===== src/rtl/seq_alu_pkg.sv =====
// seq_alu_pkg: shared constants for the sequential ALU.
//   - OP_*   : 3-bit opcode encoding
//   - ST_*   : controller state encoding (IDLE / MUL / DONE)
//   - FLAG_* : bit positions inside the 3-bit flag output d
package seq_alu_pkg;

  localparam logic [2:0] OP_SLA = 3'b000;
  localparam logic [2:0] OP_SRA = 3'b001;
  localparam logic [2:0] OP_ADD = 3'b010;
  localparam logic [2:0] OP_SUB = 3'b011;
  localparam logic [2:0] OP_MUL = 3'b100;
  localparam logic [2:0] OP_AND = 3'b101;
  localparam logic [2:0] OP_OR  = 3'b110;
  localparam logic [2:0] OP_NOT = 3'b111;

  localparam logic [1:0] ST_IDLE = 2'b00;
  localparam logic [1:0] ST_MUL  = 2'b01;
  localparam logic [1:0] ST_DONE = 2'b10;

  localparam int FLAG_Z = 0;
  localparam int FLAG_N = 1;
  localparam int FLAG_V = 2;

endpackage


===== src/rtl/seq_alu_mul.sv =====
// seq_alu_mul: iterative signed shift-add multiplier.
// Operands are converted to magnitudes on start; one partial product is
// folded in per cycle for WIDTH cycles and the sign is reapplied at the end.
// Ports:
//   clk, rst     : clock, asynchronous active-high reset
//   start        : load a/b and begin a new multiplication
//   a, b         : signed operands (sampled on start)
//   done         : high in the cycle whose rising edge completes the product
//   product      : full 2*WIDTH signed product, valid while done is high
//   ovf          : product upper half is not the sign extension of the lower
module seq_alu_mul #(
  parameter int WIDTH = 32
) (
  input  logic                 clk,
  input  logic                 rst,
  input  logic                 start,
  input  logic [WIDTH-1:0]     a,
  input  logic [WIDTH-1:0]     b,
  output logic                 done,
  output logic [2*WIDTH-1:0]   product,
  output logic                 ovf
);

  localparam int CW = $clog2(WIDTH) + 1;

  logic [WIDTH-1:0]   mcand_reg;
  logic [WIDTH-1:0]   mplier_reg;
  logic [2*WIDTH-1:0] acc_reg;
  logic [2*WIDTH-1:0] acc_next;
  logic [CW-1:0]      count_reg;
  logic               sign_reg;
  logic [WIDTH:0]     sum;
  logic [2*WIDTH-1:0] prod;
  logic               acc_lsb_unused;

  // Upper half plus optional multiplicand, keeping the carry so the
  // right shift below pulls it into the accumulator MSB.
  assign sum      = {1'b0, acc_reg[2*WIDTH-1:WIDTH]}
                  + (mplier_reg[0] ? {1'b0, mcand_reg} : '0);
  assign acc_next = {sum, acc_reg[WIDTH-1:1]};

  // The bit shifted out of the accumulator each step carries no information.
  assign acc_lsb_unused = acc_reg[0];

  // Completion is taken from the final step's next-state value so the
  // result lands on the same edge the counter reaches zero.
  assign prod    = sign_reg ? (~acc_next + 1'b1) : acc_next;
  assign done    = (count_reg == CW'(1));
  assign product = prod;
  assign ovf     = (prod[2*WIDTH-1:WIDTH] != {WIDTH{prod[WIDTH-1]}});

  always_ff @(posedge clk or posedge rst) begin
    if (rst) begin
      mcand_reg  <= '0;
      mplier_reg <= '0;
      acc_reg    <= '0;
      count_reg  <= '0;
      sign_reg   <= 1'b0;
    end else if (start) begin
      mcand_reg  <= a[WIDTH-1] ? (~a + 1'b1) : a;
      mplier_reg <= b[WIDTH-1] ? (~b + 1'b1) : b;
      sign_reg   <= a[WIDTH-1] ^ b[WIDTH-1];
      acc_reg    <= '0;
      count_reg  <= CW'(WIDTH);
    end else if (count_reg != '0) begin
      acc_reg    <= acc_next;
      mplier_reg <= mplier_reg >> 1;
      count_reg  <= count_reg - 1'b1;
    end
  end

endmodule


===== src/rtl/seq_alu.sv =====
// seq_alu: multi-cycle ALU with valid/ready handshakes on both sides.
// Single-cycle ops: sla, sra, add, sub, and, or, not. mul runs WIDTH cycles
// in seq_alu_mul. Optional macro SEQ_ALU_HI_EN adds output c_hi carrying the
// upper half of the signed product (sign extension of c for other ops).
// Ports:
//   clk, rst            : clock, asynchronous active-high reset
//   in_valid, in_ready  : operand handshake
//   a, b, opcode        : operands (shift amount = b[SHW-1:0]) and op select
//   out_valid, out_ready: result handshake
//   c                   : result (low WIDTH bits for mul)
//   d                   : flags {overflow, negative, zero}
//   c_hi                : (SEQ_ALU_HI_EN only) upper product half
module seq_alu
  import seq_alu_pkg::*;
#(
  parameter int WIDTH = 32
) (
  input  logic             clk,
  input  logic             rst,
  input  logic             in_valid,
  output logic             in_ready,
  input  logic [WIDTH-1:0] a,
  input  logic [WIDTH-1:0] b,
  input  logic [2:0]       opcode,
  output logic             out_valid,
  input  logic             out_ready,
  output logic [WIDTH-1:0] c,
  output logic [2:0]       d
`ifdef SEQ_ALU_HI_EN
  ,
  output logic [WIDTH-1:0] c_hi
`endif
);

  localparam int SHW = $clog2(WIDTH);

  logic [1:0]         state_reg;
  logic [WIDTH-1:0]   c_reg;
  logic [2:0]         d_reg;
  logic               out_valid_reg;
  logic               accept;
  logic               mul_start;
  logic               mul_done;
  logic               mul_ovf;
  logic [2*WIDTH-1:0] mul_prod;
  logic [SHW-1:0]     shamt;
  logic [WIDTH-1:0]   sla_diff;
  logic [WIDTH-1:0]   alu_res;
  logic               alu_v;

  function automatic logic [2:0] make_flags(input logic [WIDTH-1:0] r,
                                            input logic v);
    logic [2:0] f;
    f         = '0;
    f[FLAG_Z] = (r == '0);
    f[FLAG_N] = r[WIDTH-1];
    f[FLAG_V] = v;
    return f;
  endfunction

  assign in_ready  = (state_reg == ST_IDLE) || ((state_reg == ST_DONE) && out_ready);
  assign accept    = in_valid && in_ready;
  assign mul_start = accept && (opcode == OP_MUL);
  assign shamt     = b[SHW-1:0];

  // sla overflows when any bit from the new sign position upward differs
  // from the original sign: that covers both lost bits and a flipped sign.
  genvar gi;
  generate
    for (gi = 0; gi < WIDTH; gi++) begin : g_sla
      assign sla_diff[gi] = (a[gi] != a[WIDTH-1]) && (shamt >= SHW'(WIDTH-1-gi));
    end
  endgenerate

  always_comb begin
    alu_res = '0;
    alu_v   = 1'b0;
    case (opcode)
      OP_SLA: begin
        alu_res = a << shamt;
        alu_v   = |sla_diff;
      end
      OP_SRA: alu_res = $signed(a) >>> shamt;
      OP_ADD: begin
        alu_res = a + b;
        alu_v   = (a[WIDTH-1] == b[WIDTH-1]) && (alu_res[WIDTH-1] != a[WIDTH-1]);
      end
      OP_SUB: begin
        alu_res = a - b;
        alu_v   = (a[WIDTH-1] != b[WIDTH-1]) && (alu_res[WIDTH-1] != a[WIDTH-1]);
      end
      OP_AND: alu_res = a & b;
      OP_OR:  alu_res = a | b;
      OP_NOT: alu_res = ~a;
      OP_MUL: alu_res = '0;
      default: alu_res = '0;
    endcase
  end

  seq_alu_mul #(.WIDTH(WIDTH)) u_mul (
    .clk     (clk),
    .rst     (rst),
    .start   (mul_start),
    .a       (a),
    .b       (b),
    .done    (mul_done),
    .product (mul_prod),
    .ovf     (mul_ovf)
  );

`ifdef SEQ_ALU_HI_EN
  logic [WIDTH-1:0] c_hi_reg;
  assign c_hi = c_hi_reg;
`else
  // Upper half only feeds the overflow flag inside the multiplier.
  logic [WIDTH-1:0] mul_hi_unused;
  assign mul_hi_unused = mul_prod[2*WIDTH-1:WIDTH];
`endif

  always_ff @(posedge clk or posedge rst) begin
    if (rst) begin
      state_reg     <= ST_IDLE;
      c_reg         <= '0;
      d_reg         <= '0;
      out_valid_reg <= 1'b0;
`ifdef SEQ_ALU_HI_EN
      c_hi_reg      <= '0;
`endif
    end else begin
      case (state_reg)
        ST_MUL: begin
          if (mul_done) begin
            state_reg     <= ST_DONE;
            c_reg         <= mul_prod[WIDTH-1:0];
            d_reg         <= make_flags(mul_prod[WIDTH-1:0], mul_ovf);
            out_valid_reg <= 1'b1;
`ifdef SEQ_ALU_HI_EN
            c_hi_reg      <= mul_prod[2*WIDTH-1:WIDTH];
`endif
          end
        end
        ST_IDLE, ST_DONE: begin
          // DONE with out_ready retires the result; a simultaneous new op
          // is taken in the same cycle.
          if (accept) begin
            if (opcode == OP_MUL) begin
              state_reg     <= ST_MUL;
              out_valid_reg <= 1'b0;
            end else begin
              state_reg     <= ST_DONE;
              c_reg         <= alu_res;
              d_reg         <= make_flags(alu_res, alu_v);
              out_valid_reg <= 1'b1;
`ifdef SEQ_ALU_HI_EN
              c_hi_reg      <= {WIDTH{alu_res[WIDTH-1]}};
`endif
            end
          end else if ((state_reg == ST_DONE) && out_ready) begin
            state_reg     <= ST_IDLE;
            out_valid_reg <= 1'b0;
          end
        end
        default: begin
          state_reg     <= ST_IDLE;
          out_valid_reg <= 1'b0;
        end
      endcase
    end
  end

  assign c         = c_reg;
  assign d         = d_reg;
  assign out_valid = out_valid_reg;

endmodule

===== config.mk =====
export PLATFORM = sky130hd
export DESIGN_NAME = seq_alu
export DESIGN_NICKNAME = d
export VERILOG_FILES = /design/src/rtl/seq_alu_pkg.sv /design/src/rtl/seq_alu_mul.sv /design/src/rtl/seq_alu.sv
export SDC_FILE = /design/constraint.sdc
export NUM_CORES = 1
export LEC_CHECK = 0
export BUFFER_PORTS_ARGS = -buffer_cell sky130_fd_sc_hd__buf_2
export CORE_MARGIN = 4
export CORE_UTILIZATION = 30
export DETAILED_ROUTE_END_ITERATION = 16
export PLACE_DENSITY = 0.57
export RECOVER_POWER = 50
export SLEW_MARGIN = 20
export SYNTH_ARGS = -nofsm -noshare
export SYNTH_HDL_FRONTEND = slang
export SYNTH_SLANG_ARGS = --single-unit

===== constraint.sdc =====
create_clock -name clk -period 6.55 [get_ports clk]
set_clock_uncertainty 0.2 [all_clocks]
set_input_delay 0.9825 -clock clk [delete_from_list [all_inputs] [get_ports clk]]
set_output_delay 0.9825 -clock clk [all_outputs]
set_load 0.02 [all_outputs]

==> results of run 1 <==
tightest hold or removal path, delay by kind of cell, from the launching register on:
family	cells	cell delay, ns
compound gates	1	0.06
flops	1	0.34
simple gates	1	0.05
metrics by stage:
step | cell area, um2 | util [%] | instances | power [mW] | setup slack, ns
after floorplan | 21700 | - | 2895 | 4.81 | 0.500
after global placement | 23100 | 32.2 | 3782 | 6.15 | 0.734
after detailed placement | 23100 | 32.2 | 3782 | 6.16 | 0.641
after CTS | 23700 | 33.1 | 3814 | 7.32 | 0.721
after global routing | 23600 | 33.0 | 3814 | 7.88 | 0.0268
final | 23600 | 33.0 | 3815 | 7.36 | 0.620
cells in the mapped netlist (11+ instances only):
cell | instances | share of area, %
o31ai_1 | 41 | 1.4
a31oi_1 | 57 | 1.6
a2111oi_0 | 11 | 0.44
nor3_1 | 69 | 1.6
xnor2_1 | 121 | 4.9
nor4_1 | 21 | 0.61
nor2_1 | 289 | 5.0
nand3_1 | 42 | 0.97
clkbuf_1 | 199 | 3.4
ha_1 | 136 | 7.9
o21ai_0 | 191 | 4.4
o21bai_1 | 14 | 0.48
mux2_2 | 15 | 0.78
o41ai_1 | 23 | 0.93
or3_1 | 30 | 0.87
o221ai_1 | 11 | 0.44
dfrtp_1 | 170 | 20
and3_1 | 19 | 0.55
a211oi_1 | 39 | 1.4
o22ai_1 | 20 | 0.58
nand2b_1 | 32 | 0.92
o21a_1 | 19 | 0.66
inv_1 | 106 | 1.8
mux2i_1 | 78 | 3.6
a211o_1 | 14 | 0.57
nand2_1 | 356 | 6.2
a22o_1 | 35 | 1.4
a21oi_1 | 247 | 5.7
a21o_1 | 36 | 1.2
o211ai_1 | 27 | 0.94
mux4_2 | 56 | 5.8
xor2_1 | 46 | 1.9
or4_1 | 18 | 0.62
and2_1 | 49 | 1.4
a221oi_1 | 11 | 0.44
buf_1 | 31 | 0.54
nand4_1 | 39 | 1.1
layer usage:
layer  up-vias  GRT usage [%]  share of wire, %
li1      10500              -                 -
met1     11100           31.5                41
met2      1261           35.0                43
met3       284           4.58               9.8
met4         4           11.5               5.6
met5         -              0             0.029
logic make-up (layout without fill, tap and decap cells):
family,count (synthesis),count (layout)
xor gates and xnor gates,167,167
adders and majority gates,139,139
muxes,149,149
DFF,170,170
buffers and inverters,348,317
AOI/OAI and AO/OA,910,910
and+or+nand+nor,1012,1012
other,0,1
final cells by class:
type	instances	area [um2]
inverter	111	417
clock buffer	17	425
timing repair buffer	174	1030
tap	950	1190
antenna	1	2.50
clock inverter	15	179
multi-input combinational	2377	16100
sequential	170	4260
fill	7795	48000
worst max-delay path by stage:
stage                                   start  depth (start not counted)  slack [ns]    to
after floorplan                          b[2]                         20        0.50  d[0]
after CTS                 u_mul.mplier_reg[0]                         15        0.72  d[2]
after global routing      u_mul.mplier_reg[0]                         15        0.03  d[2]
after global placement                   b[1]                         15        0.73  d[0]
final                     u_mul.mplier_reg[0]                         15        0.62  d[2]
after detailed placement                a[14]                         17        0.64  d[0]
power by group:
part | leakage [nW] | internal, mW | switching [mW]
registers | 2.14 | 1.44 | 0.341
logic | 7.41 | 1.59 | 2.85
clock network | 0.290 | 0.547 | 0.597
==> reports/results.tsv, run 1 <==
stage	metric	value	unit
synth	synth warn	0	
clocking	Worst-Skew Late Latency	0.50	ns
critical_path	Crit Path Category	reg -> reg	
detailed_routing	wire length per cell	24.3	um
placement	DP HPWL	69.0	mm
clocking	post-CTS sizing	0	
synth	mux contribution to synthesized area	10.2	%
clocking	root buf cell	clkbuf_16	
global_routing	antenna violations before repair	6	
power	worst vdd ir	193	uV
critical_path	endpoint class of the critical path	flop	
critical_path	slowest stage delay, CP	0.87	ns
detailed_routing	initial DRC count	2777	
critical_path	Data arrival, critical path	6.10	ns
detailed_routing	Post-DRT Antenna Nets	0	
sta	Tightest Pin Transition	4.73	ns
synth	FF+latch count, synth	170	
detailed_routing	Vias/cell	6.06	
detailed_routing	First-pass DRT Iterations	8	
detailed_routing	# DRC	0	
outcome	status	finished, violations left	
cells_and_area	synth-to-layout area growth	9.03	%
global_routing	first-pass GRT wire length	139	mm
clocking	Post-CTS Setup Bufs	0	
critical_path	CP max-delay cell	dfrtp_1	
critical_path	Startpoint Class	flop	
clocking	hold_buf cts	0	
outcome	failing checks	max-capacitance violations, max-slew violations	
floorplan	core area	0.0716	mm2
clocking	TritonCTS buffer count	17	
cells_and_area	commonest cells after routing, fill and taps aside	nand2_1 (355), nor2_1 (288), a21oi_1 (247), o21ai_0 (191), dfrtp_1 (169)	
critical_path	Reg2Reg Launch Point	u_mul.mplier_reg[0]	
critical_path	reg-to-reg endpoint	d[2]	
critical_path	r2r setup slk	0.62	ns
synth	largest family of logic cells by synthesized area	compound AO/OA/AOI/OAI gates	
placement	I/O Buffers	107	
min_path	hold wc startpoint	u_mul.mcand_reg[4]	
synth	number of distinct library cells after synthesis	90	
critical_path	delay-heaviest family, CP	simple AND/OR/NAND/NOR gates	
sta	Achievable Freq	0.169	GHz
synth	complex-gate fraction of the synthesized area	27.6	%
critical_path	CP max FO	33	
cells_and_area	most common cell after layout, fill and taps aside	nand2_1	
floorplan	die height	277	um
cells_and_area	Layout Nets	3061	
sta	Period minus WS final	5.93	ns
detailed_routing	Via Count	23100	
global_routing	grt ovf	0	
synth	Seq/Total Area, Yosys	19.6	%
synth	Post-synth EDFFs	0	
clocking	clk slew on worst S/H paths	0.09	ns
floorplan	Initial Utilization	30.3	%
sta	RSZ-0062 raised after global routing	false	
synth	Adder-Cell Fraction of Synth Area	8.13	%
min_path	hold path depth	2	
run	Max-Cap Viols	1	
sta	final setup vio count	0	
detailed_routing	DRT Wirelength	92.8	mm
global_routing	largest net degree at the start of global routing	116	
synth	ys flop type	dfrtp_1	
global_routing	vias in the first global route	21600	
synth	Avg Synthesized Cell Area	7.49	um2
sta	Final Hold Vio Count	0	
sta	final critical-path share of the clock period	90.5	%
cells_and_area	Largest register FFs	63	
floorplan	Die Area	0.0766	mm2
critical_path	CP bufs+invs	0	
sta	Min Hold Slack	0.272	ns
power	pwr/cell area	312	mW/mm2
min_path	Worst Hold Class	reg -> reg	
synth	FFs w/ async S/R, synth	100	%
clocking	CTS H-Tree Depth	4	
clocking	maximum root-to-sink buffer count	2	
power	Leakage Power	9.84	nW
sta	Worst slew margin	-215	%
sta	fin. max-slew vios	116	
floorplan	Std-Cell Rows	98	
clocking	clk sink count	170	
floorplan	Die W	277	um
critical_path	most used cell along the critical path	a31oi_1	
synth	Simple-Gate Fraction of Synth Area	21.7	%
synth	Mapped Cells	2895	
floorplan	I/O Pins	108	
synth	post-synthesis instance area	0.0217	mm2
placement	GP Congestion	1.04	
sta	setup_tns	0	ns
clocking	CTS tree	yes	
synth	Post-Synthesis Net Count	3105	
synth	post-synthesis xor/xnor area fraction	6.75	%
cells_and_area	share of cells above drive strength 1	10.1	%
critical_path	Crit path required time	6.72	ns
min_path	WHS Endpoint	u_mul.mcand_reg[4]	
critical_path	critical path cell sequence	and2_1 -> ha_1 -> a211oi_1 -> o21a_1 -> o21ai_0 -> a31oi_1 -> xor2_1 -> nand2_1 -> nand4b_1 -> nor4_1 -> o21ai_0 -> a32o_1 -> a31oi_1 -> nor4bb_1 -> a31oi_1	
critical_path	R2R depth	15	
global_routing	Total Routing Usage GR	23.2	%
(Power assumes the default switching activity.)
==> run 2, diff against run 1 <==
MAX_ROUTING_LAYER = met4   (was default)
==> run 2 against run 1 <==
Against the previous run:
- the flow still finishes with violations (max-capacitance violations, max-slew violations)
- cell count up 0.29%
- routed wire length down 1.4%
- first-iteration DRC count down 11%
- critical path type unchanged
==> reports/results.tsv, run 2 (same netlist as run 1, synthesis figures left out) <==
stage	metric	value	unit	change
sta	Min Hold Slack	0.273	ns	+0.000733 ns
outcome	status	finished, violations left		
detailed_routing	Vias/cell	6.00		-1.0%
critical_path	endpoint class of the critical path	flop		
sta	setup_tns	0	ns	unchanged
detailed_routing	Via Count	23000		-0.74%
sta	Period minus WS final	6.03	ns	+0.0979 ns
global_routing	antenna violations before repair	2		-4
cells_and_area	commonest cells after routing, fill and taps aside	nand2_1 (355), nor2_1 (288), a21oi_1 (247), o21ai_0 (191), dfrtp_1 (169)		
floorplan	die height	277	um	unchanged
floorplan	Die W	277	um	unchanged
detailed_routing	Post-DRT Antenna Nets	0		unchanged
detailed_routing	# DRC	0		unchanged
critical_path	Startpoint Class	flop		
sta	Final Hold Vio Count	0		unchanged
placement	Inst Count DP	3792		+0.26%
cells_and_area	design area	0.0237	mm2	+0.15%
clocking	root buf cell	clkbuf_16		
placement	Post-DP Area	0.0231	mm2	+0.27%
sta	final critical-path share of the clock period	92.0	%	+1.5 points
floorplan	core area	0.0716	mm2	unchanged
cells_and_area	share of cells above drive strength 1	10.4	%	+0.24 points
run	Max-Cap Viols	1		unchanged
min_path	Worst Hold Class	reg -> reg		
clocking	Worst-Skew Late Latency	0.49	ns	about the same
placement	I/O Buffers	107		unchanged
critical_path	R2R depth	16		+1
power	pwr/cell area	307	mW/mm2	-1.5%
floorplan	Die Area	0.0766	mm2	unchanged
floorplan	Initial Utilization	30.3	%	unchanged
placement	GP Congestion	1.10		+5.6%
power	worst vdd ir	219	uV	+13%
cells_and_area	fill count	7795		unchanged
detailed_routing	First-pass DRT Iterations	5		-3
sta	Worst slew margin	-192	%	+24 points
global_routing	Total Routing Usage GR	23.6	%	+0.47 points
sta	final setup vio count	0		unchanged
clocking	hold_buf cts	0		unchanged
clocking	maximum root-to-sink buffer count	2		unchanged
critical_path	Data arrival, critical path	6.19	ns	+0.09 ns
sta	fin. max-slew vios	108		-6.9%
clocking	TritonCTS buffer count	17		unchanged
outcome	failing checks	max-capacitance violations, max-slew violations		
detailed_routing	wire length per cell	23.9	um	-1.7%
global_routing	vias in the first global route	21600		-0.028%
global_routing	largest net degree at the start of global routing	108		-6.9%
global_routing	grt ovf	0		unchanged
critical_path	CP max FO	33		unchanged
power	Total Power	7.26	mW	-1.4%
clocking	Post-CTS Setup Bufs	0		unchanged
floorplan	Std-Cell Rows	98		unchanged
cells_and_area	most common cell after layout, fill and taps aside	nand2_1		
clocking	CTS H-Tree Depth	4		unchanged
cells_and_area	Layout Nets	3071		+0.33%
sta	Achievable Freq	0.166	GHz	-1.6%
cells_and_area	synth-to-layout area growth	9.20	%	
clocking	CTS tree	yes		
floorplan	I/O Pins	108		unchanged
placement	DP HPWL	69.1	mm	+0.16%
detailed_routing	initial DRC count	2464		-11%
clocking	clk slew on worst S/H paths	0.08	ns	about the same
critical_path	Crit path required time	6.71	ns	about the same
sta	RSZ-0062 raised after global routing	false		
clocking	post-CTS sizing	0		unchanged
cells_and_area	Largest register FFs	63		unchanged
power	Leakage Power	9.86	nW	+0.28%
min_path	hold path depth	2		unchanged
cells_and_area	Final Instance Count excl. Fillers	3826		+0.29%
critical_path	Crit Path Category	reg -> reg		
global_routing	first-pass GRT wire length	138	mm	-0.93%
detailed_routing	DRT Wirelength	91.5	mm	-1.4%
sta	Tightest Pin Transition	4.38	ns	-0.354 ns
clocking	clk sink count	170		unchanged
[run 2: worst max-delay path, stage by stage, from the launching register on]
cell      delay [ns]
dfrtp_1         0.69
and2_1          0.32
ha_1            0.22
fa_1            0.45
a21o_1          0.22
a221oi_2        0.48
or4_1           0.23
nand3b_1        0.12
xnor2_1         0.29
or4_1           0.59
or2_2           0.37
nor4_1          0.67
o21ai_0         0.16
a32o_1          0.23
a31oi_1         0.15
nor4bb_1        0.35
a31oi_1         0.14
[run 2: per-stage QoR]
stage                     utilization, %  setup WS (ns)
final                               33.1          0.522
after global routing                33.1         0.0368
after CTS                           33.1          0.567
after detailed placement            32.3          0.627
after global placement              32.3          0.625
after floorplan                        -          0.500
[run 2: final timing paths]
| check | end | slack, ns | startpoint |
|---|---|---|---|
| worst min register to register | u_mul.mcand_reg[28] | 0.27 | u_mul.mcand_reg[28] |
| max in group asynchronous | u_mul.mplier_reg[4] | 1.65 | rst |
| min in group asynchronous | u_mul.acc_reg[63] | 1.89 | rst |
| worst max register to register | d[2] | 0.52 | u_mul.mplier_reg[0] |
| worst min-delay path | u_mul.mcand_reg[28] | 0.27 | u_mul.mcand_reg[28] |
| worst max-delay path | d[2] | 0.52 | u_mul.mplier_reg[0] |
[run 2: final cells by class]
| class | count | area, um2 | area share [%] |
|---|---|---|---|
| antenna | 2 | 5.00 | 0.0211 |
| timing repair buffer | 184 | 1090 | 4.60 |
| clock buffer | 20 | 447 | 1.89 |
| clock inverter | 12 | 128 | 0.539 |
| inverter | 111 | 417 | 1.76 |
| tap | 950 | 1190 | 5.02 |
| sequential | 170 | 4260 | 18.0 |
| multi-input combinational | 2377 | 16100 | 68.2 |
[run 2: power by group]
part | switching, mW | internal (mW)
Clock | 0.514 | 0.545
Combinational | 2.83 | 1.59
Sequential | 0.340 | 1.44
[run 2: layer usage]
| layer | up-vias | GRT usage, % | part of all wire, % |
|---|---|---|---|
| met5 | - | - | 0 |
| met4 | 0 | 11.7 | 6.0 |
| met1 | 11100 | 31.1 | 43 |
| met3 | 257 | 4.67 | 8.3 |
| met2 | 1109 | 34.6 | 43 |
| li1 | 10500 | - | - |
